`src/rtl/memory_access.sv`:
```
// MEM pipeline stage: drives a handshaked data memory port, resolves branches,
// and loads the MEM/WB buffer. Flags illegal control and ack timeouts via a sticky err.
module memory_access #(
  parameter int unsigned TIMEOUT = 16
) (
  input  logic        clk,
  input  logic        rst_n,
  input  logic        valid_in,
  input  logic [2:0]  M,
  input  logic [2:0]  WB,
  input  logic [31:0] Alu_result,
  input  logic [31:0] Dato2_M,
  input  logic [4:0]  Direccion,
  input  logic        Zero,
  input  logic [31:0] Add_result,
  input  logic [31:0] jump_address,
  output logic        mem_req,
  output logic        mem_we,
  output logic [31:0] mem_addr,
  output logic [31:0] mem_wdata,
  input  logic [31:0] mem_rdata,
  input  logic        mem_ack,
  output logic        stall,
  output logic        PCSrc,
  output logic [31:0] branch_target,
  output logic        valid_out,
  output logic [2:0]  WB_out,
  output logic [31:0] Read_data,
  output logic [31:0] Alu_result_out,
  output logic [4:0]  Direccion_out,
  output logic [31:0] jump_address_out,
  output logic        err
);

  localparam int unsigned CW = (TIMEOUT > 2) ? $clog2(TIMEOUT) : 1;
  localparam logic [CW-1:0] CNT_LAST = CW'(TIMEOUT - 1);

  typedef enum logic {IDLE, ACCESS} state_t;

  state_t        state_q, state_d;
  logic [CW-1:0] cnt_q;
  logic          start, illegal, done, expire, timeout;

  always_comb begin
    start   = valid_in & (M[2] ^ M[1]);
    illegal = valid_in & M[2] & M[1];
    timeout = (cnt_q == CNT_LAST);
  end

  assign branch_target = Add_result;

  always_ff @(posedge clk or negedge rst_n) begin
    if (!rst_n) state_q <= IDLE;
    else        state_q <= state_d;
  end

  // mem_ack takes priority over the timeout when both land in the same cycle
  always_comb begin
    state_d = state_q;
    stall   = 1'b0;
    PCSrc   = 1'b0;
    done    = 1'b0;
    expire  = 1'b0;
    case (state_q)
      IDLE: begin
        stall = start;
        PCSrc = valid_in & M[0] & Zero;
        if (start) state_d = ACCESS;
      end
      ACCESS: begin
        stall = ~mem_ack;
        if (mem_ack) begin
          done    = 1'b1;
          state_d = IDLE;
        end else if (timeout) begin
          expire  = 1'b1;
          state_d = IDLE;
        end
      end
      default: state_d = IDLE;
    endcase
    if (!rst_n) begin
      stall = 1'b0;
      PCSrc = 1'b0;
    end
  end

  always_ff @(posedge clk or negedge rst_n) begin
    if (!rst_n)                cnt_q <= '0;
    else if (state_q == IDLE)  cnt_q <= '0;
    else if (!timeout)         cnt_q <= cnt_q + CW'(1);
  end

  always_ff @(posedge clk or negedge rst_n) begin
    if (!rst_n) begin
      mem_req   <= 1'b0;
      mem_we    <= 1'b0;
      mem_addr  <= '0;
      mem_wdata <= '0;
    end else if (state_q == IDLE && start) begin
      mem_req   <= 1'b1;
      mem_we    <= M[1];
      mem_addr  <= Alu_result;
      mem_wdata <= Dato2_M;
    end else if (done || expire) begin
      mem_req   <= 1'b0;
      mem_we    <= 1'b0;
    end
  end

  always_ff @(posedge clk or negedge rst_n) begin
    if (!rst_n)                                   err <= 1'b0;
    else if ((state_q == IDLE && illegal) || expire) err <= 1'b1;
  end

  // Upstream holds the instruction while stalled, so buffer fields come straight from the inputs
  always_ff @(posedge clk or negedge rst_n) begin
    if (!rst_n) begin
      valid_out        <= 1'b0;
      WB_out           <= '0;
      Read_data        <= '0;
      Alu_result_out   <= '0;
      Direccion_out    <= '0;
      jump_address_out <= '0;
    end else if (done || (state_q == IDLE && valid_in && !start && !illegal)) begin
      valid_out        <= 1'b1;
      WB_out           <= WB;
      Read_data        <= (done && !mem_we) ? mem_rdata : '0;
      Alu_result_out   <= Alu_result;
      Direccion_out    <= Direccion;
      jump_address_out <= jump_address;
    end else begin
      valid_out        <= 1'b0;
    end
  end

endmodule

```
`config.mk`:
```
export PLATFORM = sky130hd
export DESIGN_NAME = memory_access
export DESIGN_NICKNAME = d
export VERILOG_FILES = /design/src/rtl/memory_access.sv
export SDC_FILE = /design/constraint.sdc
export NUM_CORES = 1
export LEC_CHECK = 0
export CELL_PAD_IN_SITES_DETAIL_PLACEMENT = 1
export CELL_PAD_IN_SITES_GLOBAL_PLACEMENT = 1
export CORE_ASPECT_RATIO = 0.9
export CORE_MARGIN = 2
export CORE_UTILIZATION = 33
export CTS_BUF_LIST = sky130_fd_sc_hd__clkbuf_8
export CTS_CLUSTER_DIAMETER = 50
export DETAILED_ROUTE_END_ITERATION = 8
export PLACE_DENSITY = 0.95
export SYNTH_ARGS = -nofsm -noshare
export SYNTH_HDL_FRONTEND = slang
export SYNTH_SLANG_ARGS = --single-unit
```
`constraint.sdc`:
```
create_clock -name clk -period 2.5 [get_ports clk]
set_input_delay 0.25 -clock clk [delete_from_list [all_inputs] [get_ports clk]]
set_output_delay 0.25 -clock clk [all_outputs]
set_load 0.05 [all_outputs]
```
==> flow_summary.ini <==
[status]
outcome = complete, no violations

[drt]
vias = 4757
routed_wl_mm = 20.6
drtPass1Iterations = 4
wl_per_cell_um = 20.6
drc = 0
first_iter_violations = 141
via_per_inst = 4.77
drt.antenna.violating_nets = 0

[sta]
finalSetupViolCount = 0
fin_setup_tns_ns = 0
skew_ns = 0.0178
setup_slack_ns = 0.446
max_slew_margin = 0.424
fin_crit_ns = 2.05
period_share = 0.821
finalHoldViolations = 0
max_freq_ghz = 0.487
rsz0062_at_grt = false
drv_slew = 0
worst_slew_pin_slew_ns = 0.863

[clocking]
cts_tree = yes
clk_path_buf_depth = 2
post_cts_resize_count = 0
cts_root_buf = clkbuf_8
postCtsHoldBufs = 1
numClockSinks = 177
clk_latency_ns = 0.45
clkTransAtPathRegs_ns = 0.10
cts_htree_levels = 4
post-cts-setup-buffers = 0
numCtsBuffers = 17

[cells_and_area]
syn_to_final_growth_pct = 53.2
regArea_sq_mm = 0.00443
multiInputGateArea_sq_mm = 0.00209
nets = 901
diodes = 0
drive_gt1_frac = 0.251
postLayoutCoreUtil = 0.511
fin_cells = 997
nFillCells = 2048

[place]
dpl.hpwl_mm = 15.6
place_ws_ns = 0.299
gp_congestion = 0.783
portBuffers = 317
dp_cells = 964

[synth]
syn_area_per_cell_sq_um = 15.9
ys_types = 30
ys_warn_count = 0
yosysSeqAreaShare = 0.643
synth_seq_cells = 177
netlist_instances = 433
syn_nets = 610
syn-cell-area_sq_mm = 0.00689

[flow_run]
max_cap_violations = 0

[die]
ios = 382
die_x_um = 156
die_y_um = 141
core.rowCount = 50
initial_core_util = 0.334
die_area_sq_mm = 0.0221
core_sq_mm = 0.0206

[worst_setup_path]
worstPathRequired_ns = 2.25
critPathCaptureType = output port
path_cells = inv_1 -> nand3_2 -> a21boi_0 -> buf_12
cp-start-kind = flip-flop
slowest_delay_ns = 0.46
cp.arrival_ns = 1.80
crit_buf_inv = 2
critical_path_class = reg2out
path_delay_family = flip-flops
critPathMaxFanout = 7
slowest_stage = dfrtp_1

[grt]
grt_max_degree = 100
grt_overflow_total = 0
grt_use_total = 0.189
grt_first_pass_wirelength_mm = 31.7
first_global_vias = 5455
antenna_found_initial = 0

[hold_path]
hold_class = in2async

[power]
power.total_mw = 12.3
powerDensity_mw_per_mm2 = 1160
p_leak_nw = 4.48
ir_drop_mv = 0.560
==> state kept, by name, summed over array words and instances (netlist names), 3 cells and up <==
| register | count |
|---|---|
| Alu_result_out | 32 |
| cnt_q | 4 |
| Read_data | 32 |
| mem_wdata | 32 |
| jump_address_out | 32 |
| Direccion_out | 5 |
| mem_addr | 32 |
| WB_out | 3 |
==> path summary, 6_finish.rpt <==
path	startpoint	end	slack, ns	depth (start not counted)
worst max-delay path	state_q	stall	0.45	4
worst min-delay path	rst_n	Read_data[15]	0.18	2
worst max register to register	state_q	jump_address_out[10]	0.52	4
worst min register to register	err	err	0.49	2
max in group asynchronous	rst_n	mem_addr[24]	1.21	3
min in group clk	mem_rdata[22]	Read_data[22]	0.40	2
==> synthesized netlist by cell type <==
master	number	area, sq um
o31a_1	1	8.76
a21boi_0	1	7.51
nor2_1	4	15.0
a21o_1	1	7.51
nand3_1	5	25.0
nand2b_1	1	6.26
a31oi_1	1	6.26
a211oi_1	1	7.51
nor2b_1	1	6.26
nor3_1	1	5.00
buf_2	15	75.1
nor3b_1	1	7.51
xnor2_1	1	8.76
a22o_1	32	280
nand2_1	1	3.75
dfrtp_1	177	4430
inv_1	4	15.0
o221ai_1	1	8.76
xor2_1	1	8.76
mux2_4	17	255
clkbuf_1	3	11.3
ha_1	1	12.5
o21ai_0	3	15.0
mux2_2	119	1340
and3_1	1	6.26
buf_4	32	240
nand2b_4	1	13.8
mux2i_1	1	10.0
buf_6	4	45.0
a31o_2	1	8.76
==> layout make-up <==
type                    count  share of cell area
clock buffers              18              0.0235
clock inverters            14              0.0151
inverters                   4             0.00142
multi-input cells         198               0.198
flip-flops and latches    177               0.420
well taps                 260              0.0308
repair buffers            326               0.312
==> per-stage QoR <==
stage | area (sq um) | hold WS (ns)
final | 10600 | 0.184
after global placement | 10100 | 0.0877
after CTS | 10600 | 0.158
after global routing | 10600 | 0.172
after detailed placement | 10100 | 0.0886
after floorplan | 6890 | -0.0456
==> metal layers <==
metal / global-route usage / wire length (um) / up-vias
met5: 0 / 0 / -
met4: 0.0628 / 492 / 0
met3: 0.0603 / 1470 / 52
met2: 0.330 / 10700 / 210
met1: 0.221 / 7870 / 2416
li1: - / - / 2079
==> where the power goes <==
part / switching (mW) / leakage [nW] / internal (mW)
clock network: 1.15 / 0.208 / 0.869
logic: 3.85 / 2.14 / 2.25
registers: 0.480 / 2.13 / 3.67
==> worst reg2reg max path, stage by stage, from the launching register on <==
cell and delay, ns:
dfrtp_1 0.47, nand2b_4 0.21, o31a_2 0.18, buf_4 0.52, mux2_2 0.50
==> cells in the final DEF, fill, tap and decap left out, drive strengths merged, types with 2 or more instances in the layout <==
cell             n
o21ai            3
mux2           136
dfrtp          177
clkdlybuf4s50  314
inv             13
clkinv           4
nand3            5
clkbuf          18
a22o            32
buf             11
nand2b           2
nor2             4
==> kinds of logic after synthesis <==
| group | count (synthesis) | synth area share |
|---|---|---|
| buffers and inverters | 58 | 0.0561 |
| AO/OA/AOI/OAI | 42 | 0.0508 |
| AND/OR/NAND/NOR | 16 | 0.0129 |
| XOR/XNOR | 2 | 0.00254 |
| flip-flops | 177 | 0.643 |
| multiplexers | 137 | 0.233 |
| adder cells (fa/ha/maj) | 1 | 0.00182 |
No activity file was read; power rests on OpenSTA's default activity.
